$ cat src/rtl/alu_mul_seq.sv
// alu_mul_seq: sequential shift-add multiplier feeding the ALU MUL result input.
// It runs one partial product per clock for WIDTH clocks and registers the
// 2*WIDTH product as a low word (Product) and a high word (ProductHigh).
// Optional macro ALU_MUL_SIGNED_EN selects two's-complement operands. When the
// macro is undefined the block does an unsigned multiply only.
module alu_mul_seq #(
  parameter int unsigned WIDTH = 24
) (
  input  logic             Clock,
  input  logic             ResetN,
  input  logic             Start,
  input  logic [WIDTH-1:0] A,
  input  logic [WIDTH-1:0] B,
  output logic             Busy,
  output logic             Done,
  output logic [WIDTH-1:0] Product,
  output logic [WIDTH-1:0] ProductHigh,
  output logic             Overflow
);

  localparam int unsigned AW = 2 * WIDTH;
  localparam int unsigned CW = $clog2(WIDTH + 1);

  typedef enum logic [1:0] {
    IDLE = 2'd0,
    RUN  = 2'd1,
    DONE = 2'd2
  } state_t;

  state_t state, state_n;

  // The low half of acc doubles as the multiplier shift register.
  logic [AW-1:0]    acc;
  logic [WIDTH-1:0] mcand;
  logic [CW-1:0]    cnt;

  logic             load;
  logic             step;
  logic             last;

  logic [WIDTH:0]   sum;
  logic [AW-1:0]    acc_step;
  logic [AW-1:0]    result;
  logic             ovf;
  logic [WIDTH-1:0] a_mag;
  logic [WIDTH-1:0] b_mag;

`ifdef ALU_MUL_SIGNED_EN
  logic neg;
`endif

  // State register.
  always_ff @(posedge Clock or negedge ResetN) begin
    if (!ResetN) begin
      state <= IDLE;
    end else begin
      state <= state_n;
    end
  end

  // Next-state and datapath control; Start is honoured only in IDLE or DONE.
  always_comb begin
    state_n = state;
    load    = 1'b0;
    step    = 1'b0;
    last    = 1'b0;
    case (state)
      IDLE: begin
        if (Start) begin
          load    = 1'b1;
          state_n = RUN;
        end
      end
      RUN: begin
        step = 1'b1;
        if (cnt == CW'(1)) begin
          last    = 1'b1;
          state_n = DONE;
        end
      end
      DONE: begin
        if (Start) begin
          load    = 1'b1;
          state_n = RUN;
        end else begin
          state_n = IDLE;
        end
      end
      default: state_n = IDLE;
    endcase
  end

  // Operand magnitudes; the most negative value maps to 2^(WIDTH-1) unsigned.
  always_comb begin
`ifdef ALU_MUL_SIGNED_EN
    a_mag = A[WIDTH-1] ? (-A) : A;
    b_mag = B[WIDTH-1] ? (-B) : B;
`else
    a_mag = A;
    b_mag = B;
`endif
  end

  // One shift-add step with a WIDTH+1 bit adder, plus final sign fix-up and overflow.
  always_comb begin
    sum      = {1'b0, acc[AW-1:WIDTH]} + {1'b0, (acc[0] ? mcand : {WIDTH{1'b0}})};
    acc_step = {sum, acc[WIDTH-1:1]};
`ifdef ALU_MUL_SIGNED_EN
    result   = neg ? (-acc_step) : acc_step;
    ovf      = (result[AW-1:WIDTH] != {WIDTH{result[WIDTH-1]}});
`else
    result   = acc_step;
    ovf      = |result[AW-1:WIDTH];
`endif
  end

  // Iteration registers: operand latch, accumulator and step counter.
  always_ff @(posedge Clock or negedge ResetN) begin
    if (!ResetN) begin
      acc   <= '0;
      mcand <= '0;
      cnt   <= '0;
`ifdef ALU_MUL_SIGNED_EN
      neg   <= 1'b0;
`endif
    end else if (load) begin
      acc   <= {{WIDTH{1'b0}}, b_mag};
      mcand <= a_mag;
      cnt   <= CW'(WIDTH);
`ifdef ALU_MUL_SIGNED_EN
      neg   <= A[WIDTH-1] ^ B[WIDTH-1];
`endif
    end else if (step) begin
      acc <= acc_step;
      cnt <= cnt - CW'(1);
    end
  end

  // Registered outputs; results change only on the final RUN step.
  always_ff @(posedge Clock or negedge ResetN) begin
    if (!ResetN) begin
      Busy        <= 1'b0;
      Done        <= 1'b0;
      Product     <= '0;
      ProductHigh <= '0;
      Overflow    <= 1'b0;
    end else begin
      Busy <= (state_n == RUN);
      Done <= (state_n == DONE);
      if (last) begin
        Product     <= result[WIDTH-1:0];
        ProductHigh <= result[AW-1:WIDTH];
        Overflow    <= ovf;
      end
    end
  end

endmodule

$ cat config.mk
export PLATFORM = sky130hd
export DESIGN_NAME = alu_mul_seq
export DESIGN_NICKNAME = d
export VERILOG_FILES = /design/src/rtl/alu_mul_seq.sv
export SDC_FILE = /design/constraint.sdc
export NUM_CORES = 1
export LEC_CHECK = 0
export CELL_PAD_IN_SITES_DETAIL_PLACEMENT = 0
export CELL_PAD_IN_SITES_GLOBAL_PLACEMENT = 1
export CORE_ASPECT_RATIO = 0.5
export CORE_MARGIN = 4
export CORE_UTILIZATION = 27
export DETAILED_ROUTE_END_ITERATION = 8
export PLACE_DENSITY_LB_ADDON = 0.1
export SLEW_MARGIN = 10
export SYNTH_ARGS = -nofsm -noshare
export SYNTH_HDL_FRONTEND = slang
export SYNTH_SLANG_ARGS = --single-unit
$ cat constraint.sdc
create_clock -name Clock -period 2.88 [get_ports Clock]
set_input_delay 0.288 -clock Clock [delete_from_list [all_inputs] [get_ports Clock]]
set_output_delay 0.288 -clock Clock [all_outputs]
set_load 0.01 [all_outputs]
==> impl_metrics.ini, run 1 <==
[outcome]
status = finished with violations
violations = negative setup slack

[detailed_routing]
wirelength_um = 19860
firstDrtPassIters = 4
drcViolationCount = 0
vias_per_cell = 4.617
ant_nets = 0
wl_per_cell_um = 16.44
dr.first_iter.drc_count = 257
vias = 5577

[die]
core_area_um2 = 23280
num_rows = 39
dieWidth_um = 227.8
die_h_um = 117.9
initial_core_util = 0.2802
design.die.area_um2 = 26850
pin_count = 102

[sta]
finalClockSkew_ps = 9.478
worst_pin_slew_ps = 657.3
max_slew_margin = 0.5618
setup_viol = 1
hold_viol = 0
period_needed_ps = 3005
fmax_ghz = 0.3327
layout_setup_ws_ps = -125.5
rsz0062_at_grt = true
fin_crit_sh = 1.044
slew_violations = 0

[power_and_ir_drop]
ir_drop_v = 0.0003645
intPower_w = 0.007355
power_leakage_nw = 4.267
sw_frac_of_total = 0.3868
pwr-share-comb = 0.551
p_per_area_nw_per_um2 = 1297
p_seq_frac = 0.278
p_clk_frac = 0.171
switchingPower_w = 0.004639

[clocking]
cts_buffer_depth = 2
cts.sinks = 130
clk_latency_ps = 430
cts_tree = built
htree_levels = 4
cts_buffers = 17
clk_pin_slew_ps = 60
cts-root-buf = clkbuf_16

[global_route]
grt_max_degree = 52
overflow = 0
antenna_found_initial = 0
grt_pass1_vias = 5993
grtUsageTotal = 0.1542
grt_pass1_wl_um = 33060

[place]
routabilityCongestion = 0.8811
pre_cts_ws_ps = -162.0
dpl.hpwl_um = 14300
port_buffers = 101

[critical_path]
reg2reg_from = acc[0]$_DFFE_PN0P_
r2r_setup_slack_ps = -130
crit_arrival_ps = 3320
timing.rr.end = Overflow$_DFFE_PN0P_
startpoint_type = flop
crit_path_end_kind = flop
critPathRequiredTime_ps = 3190
path_class = flop to flop
crit_start = acc[0]$_DFFE_PN0P_
r2r_cells = 12
path_max_fanout = 7

[logic_synthesis]
yosys_warnings = 0
ys_types = 61
synth-edff-count = 0
ys_seq_area_frac = 0.4988
ys_async_sr_fraction = 1.000
synthCells = 715
avgSynthCellArea_um2 = 9.121
ys_ff_latch = 130
synthesis.nets = 793
synth_area_um2 = 6521
synth_flop_cell = dfrtp_1

[layout]
finalNetCount = 966
drive_above_1_share = 0.2009
final_core_util = 0.3972
area_growth_pct = 41.77
antenna_cells = 0
nFillCells = 2320

[job]
cap_violations = 0

[worst_hold_path]
hold_path.class = input pin to async pin
[worst max path at each step]
stage	endpoint	slack [ps]	depth (start not counted)
global route	Overflow$_DFFE_PN0P_	-350	13
detailed placement	Overflow$_DFFE_PN0P_	-160	12
floorplan	Overflow$_DFFE_PN0P_	-40	13
CTS	Overflow$_DFFE_PN0P_	-150	12
global placement	Overflow$_DFFE_PN0P_	-130	12
finish	Overflow$_DFFE_PN0P_	-130	12
[metal layers]
layer | vias to the layer above | wire [um] | GRT usage | part of all wire
met3 | 21 | 539 | 0.03651 | 0.027
met2 | 55 | 8913 | 0.2378 | 0.45
met1 | 2721 | 10100 | 0.2162 | 0.51
li1 | 2780 | - | - | -
met5 | - | 0 | 0 | 0
met4 | 0 | 305 | 0.04433 | 0.015
[critical path: stages (launching register included)]
cell and delay, ps:
dfrtp_2 440, buf_4 170, and2_1 140, ha_1 280
o21a_1 180, o21a_1 160, o21ai_0 240, mux2_2 370
a21oi_1 170, o311ai_1 150, nor4b_2 290, nor4bb_2 230
nor2_1 60
[final cells by class]
| cell class | count | area (um^2) | share of cell area |
|---|---|---|---|
| Tap cell | 307 | 384.1 | 0.04155 |
| Inverter | 11 | 41.29 | 0.004466 |
| Clock inverter | 13 | 111.4 | 0.01204 |
| Timing Repair Buffer | 191 | 1709 | 0.1849 |
| Sequential cell | 130 | 3254 | 0.3520 |
| Clock buffer | 19 | 442.9 | 0.04791 |
| Multi-Input combinational cell | 537 | 3302 | 0.3572 |
[power by group through the flow]
stage	Combinational, W	Clock (W)	Sequential (W)
final	0.00661	0.00205	0.00333
after global routing	0.00732	0.00221	0.00346
after CTS	0.00639	0.00213	0.00333
after detailed placement	0.00629	0	0.00334
after global placement	0.00629	0	0.00336
after floorplan	0.00315	0	0.00335
[cell usage in the layout, fill, tap and decap left out, types with 6 or more instances in the layout]
| master | n |
|---|---|
| ha_4 | 6 |
| dfrtp_1 | 129 |
| xnor2_1 | 11 |
| mux2_2 | 13 |
| ha_1 | 20 |
| o21ai_1 | 7 |
| clkbuf_16 | 17 |
| buf_6 | 6 |
| a21o_1 | 6 |
| nand3_1 | 8 |
| nand2_1 | 240 |
| a22o_1 | 15 |
| a21oi_1 | 16 |
| and2_1 | 23 |
| buf_4 | 84 |
| nand4_1 | 6 |
| a31oi_1 | 24 |
| inv_1 | 9 |
| nor2_1 | 36 |
| clkdlybuf4s50_1 | 100 |
| o21ai_0 | 24 |
| xor2_1 | 7 |
| clkinv_2 | 6 |
[cells in the mapped netlist, types with 2 or more instances]
| cell type | number | area (um^2) |
|---|---|---|
| nand4_1 | 6 | 37.54 |
| buf_1 | 2 | 7.510 |
| xor2_1 | 7 | 61.31 |
| and2_1 | 24 | 150.1 |
| nor2b_1 | 5 | 31.28 |
| nand3_2 | 2 | 20.02 |
| a21o_2 | 2 | 17.52 |
| a21oi_1 | 18 | 90.09 |
| nand3_1 | 8 | 40.04 |
| nor2_1 | 37 | 138.9 |
| a22oi_1 | 3 | 22.52 |
| a21o_1 | 6 | 45.04 |
| or3_1 | 2 | 12.51 |
| clkbuf_1 | 33 | 123.9 |
| a22o_1 | 15 | 131.4 |
| mux2_2 | 14 | 157.7 |
| a211oi_1 | 3 | 22.52 |
| ha_1 | 26 | 325.3 |
| xnor2_1 | 13 | 113.9 |
| o21bai_1 | 2 | 15.01 |
| nand2b_1 | 3 | 18.77 |
| dfrtp_1 | 130 | 3253 |
| o21a_1 | 5 | 37.54 |
| o21ai_0 | 29 | 145.1 |
| nor3_1 | 5 | 25.02 |
| a31oi_1 | 24 | 150.1 |
| nand2_1 | 241 | 904.6 |
| and4_1 | 2 | 17.52 |
| and3_1 | 2 | 12.51 |
| o21ai_1 | 3 | 15.01 |
| nor4_1 | 2 | 12.51 |
| o211ai_1 | 2 | 15.01 |
| inv_1 | 11 | 41.29 |
[cells by family after synthesis]
kind of cell,share of synthesized area
and+or+nand+nor,0.2252
muxes,0.02417
AOI/OAI and AO/OA,0.1435
DFF,0.4988
buffers and inverters,0.02840
xor gates and xnor gates,0.02686
adders and majority gates,0.05295
[flip-flops by register name (all words and copies together) (netlist names)]
name         count
Product         24
acc             48
Busy             1
ProductHigh     24
state            2
Done             1
cnt              5
Overflow         1
mcand           24
[timing repair]
action | 4_1_cts | 5_1_grt
pin swaps | 5 | 6
gates resized for setup | 5 | 35
gates cloned | 0 | 0
setup endpoints to repair | 4 | 24
hold endpoints to repair | 48 | 0
setup buffers | 1 | 4
hold buffers | 1 | 0
[through the flow]
| stage | cells | hold slack (ps) | power, W | cell area (um^2) | TNS, ps |
|---|---|---|---|---|---|
| global route | 1208 | 383.8 | 0.01300 | 9245 | -1476 |
| CTS | 1205 | 356.1 | 0.01185 | 9054 | -153.8 |
| floorplan | 715 | -7.591 | 0.006499 | 6545 | -43.58 |
| finish | 1208 | 356.2 | 0.01199 | 9245 | -125.5 |
| global placement | 1171 | 260.7 | 0.009644 | 8452 | -359.6 |
| detailed placement | 1171 | 264.6 | 0.009638 | 8452 | -347.6 |
Power figures use the tool's default switching activity.
==> run 2: changes to the inputs <==
--- a/config.mk
+++ b/config.mk
@@ -9,7 +9,7 @@
 export CELL_PAD_IN_SITES_GLOBAL_PLACEMENT = 1
 export CORE_ASPECT_RATIO = 0.5
 export CORE_MARGIN = 4
-export CORE_UTILIZATION = 27
+export CORE_UTILIZATION = 37
 export DETAILED_ROUTE_END_ITERATION = 8
 export PLACE_DENSITY_LB_ADDON = 0.1
 export SLEW_MARGIN = 10
==> run 2 against run 1 <==
Net effect:
- the flow still finishes with violations (negative setup slack)
- flip-flop and latch count did not move
- die area shrank 26%
- first-iteration DRC count up 9.3%
- cell count shrank 7.9%
- sequential power is essentially flat
- critical path type unchanged
- critical endpoint unchanged
- largest cell class unchanged
- largest power group unchanged
==> impl_metrics.ini, run 2 (same netlist as run 1, synthesis figures left out) <==
[outcome]
status = finished with violations
violations = negative setup slack

[detailed_routing]
wirelength_um = 18230
wl_per_cell_um = 16.39
dr.first_iter.drc_count = 281
vias = 5500
vias_per_cell = 4.946
ant_nets = 0
firstDrtPassIters = 4
drcViolationCount = 0

[critical_path]
path_class = flop to flop
startpoint_type = flop
crit_path_end_kind = flop
crit_start = acc[0]$_DFFE_PN0P_
path_max_fanout = 7
crit_arrival_ps = 3330
reg2reg_from = acc[0]$_DFFE_PN0P_
critPathRequiredTime_ps = 3180

[clocking]
clk_pin_slew_ps = 60
cts_buffers = 17
cts.sinks = 130
cts_tree = built
htree_levels = 4
cts_buffer_depth = 2
cts-root-buf = clkbuf_16
clk_latency_ps = 420

[global_route]
overflow = 0
grt_pass1_vias = 5794
grt_max_degree = 61
grt_pass1_wl_um = 29880
grtUsageTotal = 0.1886
antenna_found_initial = 0

[layout]
final_common_cell = nand2_1
finalNetCount = 951
layout_common_cells = nand2_1 (240), dfrtp_1 (129), clkdlybuf4s50_1 (100)
area_growth_pct = 37.99
drive_above_1_share = 0.1842
largest_register_ffs = 48
top_register = acc
antenna_cells = 0

[power_and_ir_drop]
p_per_area_nw_per_um2 = 1283
ir_drop_v = 0.0005120
power_leakage_nw = 4.181
power_w = 0.01154

[sta]
fin_crit_sh = 1.051
fmax_ghz = 0.3303
max_slew_margin = 0.5359
worst_pin_slew_ps = 696.1
layout_setup_ws_ps = -147.9
hold_viol = 0
slew_violations = 0
setup_viol = 2
final.setup.tns_ps = -151.6
rsz0062_at_grt = true
period_needed_ps = 3028
finalClockSkew_ps = 13.35

[die]
core_area_um2 = 16800
die_h_um = 101.9
design.die.area_um2 = 19940
num_rows = 33
pin_count = 102
initial_core_util = 0.3881
dieWidth_um = 195.8

[place]
dpl.hpwl_um = 12660
port_buffers = 101
routabilityCongestion = 0.8946

[worst_hold_path]
hold_start = A[7]
hold_path.class = input pin to flop

[job]
cap_violations = 0
==> run 2: changes by cell type in the layout (fill, tap and decap cells not counted), moves of 3 or more <==
cell        before  now
buf_12           0    3
buf_4           84   70
clkinv_2         6    2
buf_6            6    2
clkinvlp_4       1    4
==> run 2: power by group <==
group / switching, W / internal, W
clock network: 0.000844 / 0.00114
registers: 0.000588 / 0.00274
logic: 0.00303 / 0.00320
==> run 2: through the flow <==
stage | std cells | hold WS [ps] | instance area [um^2] | worst slack [ps] | util
2_1_floorplan | 715 | -7.591 | 6545 | -43.58 | -
3_3_place_gp | 1079 | 310.8 | 8299 | -105.1 | 0.4939
3_5_place_dp | 1079 | 314.2 | 8299 | -205.2 | 0.4939
4_1_cts | 1111 | 372.7 | 8851 | -175.2 | 0.5267
5_1_grt | 1112 | 388.5 | 8999 | -314.7 | 0.5355
6_report | 1112 | 391.9 | 8999 | -147.9 | 0.5355
==> run 2: layout make-up <==
type	instances	area, um^2
tap	227	284.0
clock buffer	20	456.7
timing repair buffer	176	1619
multi-input combinational	537	3259
clock inverter	11	83.83
inverter	11	41.29
sequential	130	3254
fill	1562	7806
==> run 2: path summary, 6_finish.rpt <==
path / endpoint / slack (ps) / cells after the start
min in group asynchronous: Product[22]$_DFFE_PN0P_ / 410 / 2
max reg2reg: Overflow$_DFFE_PN0P_ / -150 / 12
max in group asynchronous: acc[10]$_DFFE_PN0P_ / 1660 / 3
min: mcand[7]$_DFFE_PN0P_ / 390 / 3
max: Overflow$_DFFE_PN0P_ / -150 / 12
min reg2reg: mcand[2]$_DFFE_PN0P_ / 470 / 2
==> run 2: timing repair <==
| action | 4_1_cts | 5_1_grt |
|---|---|---|
| buffers inserted | 0 | 4 |
| pin swaps | 5 | 5 |
| endpoints found under the hold margin | 58 | 0 |
| hold buffers | 1 | 0 |
| resized for setup | 1 | 29 |
| setup endpoints to repair | 1 | 15 |
==> run 2: metal layers <==
| metal | routed length (um) | track usage |
|---|---|---|
| met5 | 0 | 0 |
| met4 | 116 | 0.04987 |
| met3 | 843 | 0.04578 |
| met2 | 8021 | 0.2906 |
| met1 | 9248 | 0.2698 |
==> run 2: critical path, cell delays in order, from the launching register on <==
cell and delay (ps):
dfrtp_2 450, and2_4 160, ha_4 150, fa_2 350, a21o_4 230, a221oi_4 320
o211ai_2 150, a31o_2 240, xnor2_1 120, nor3_1 190, nand4_1 140, nor4bb_2 320
nor2_1 60
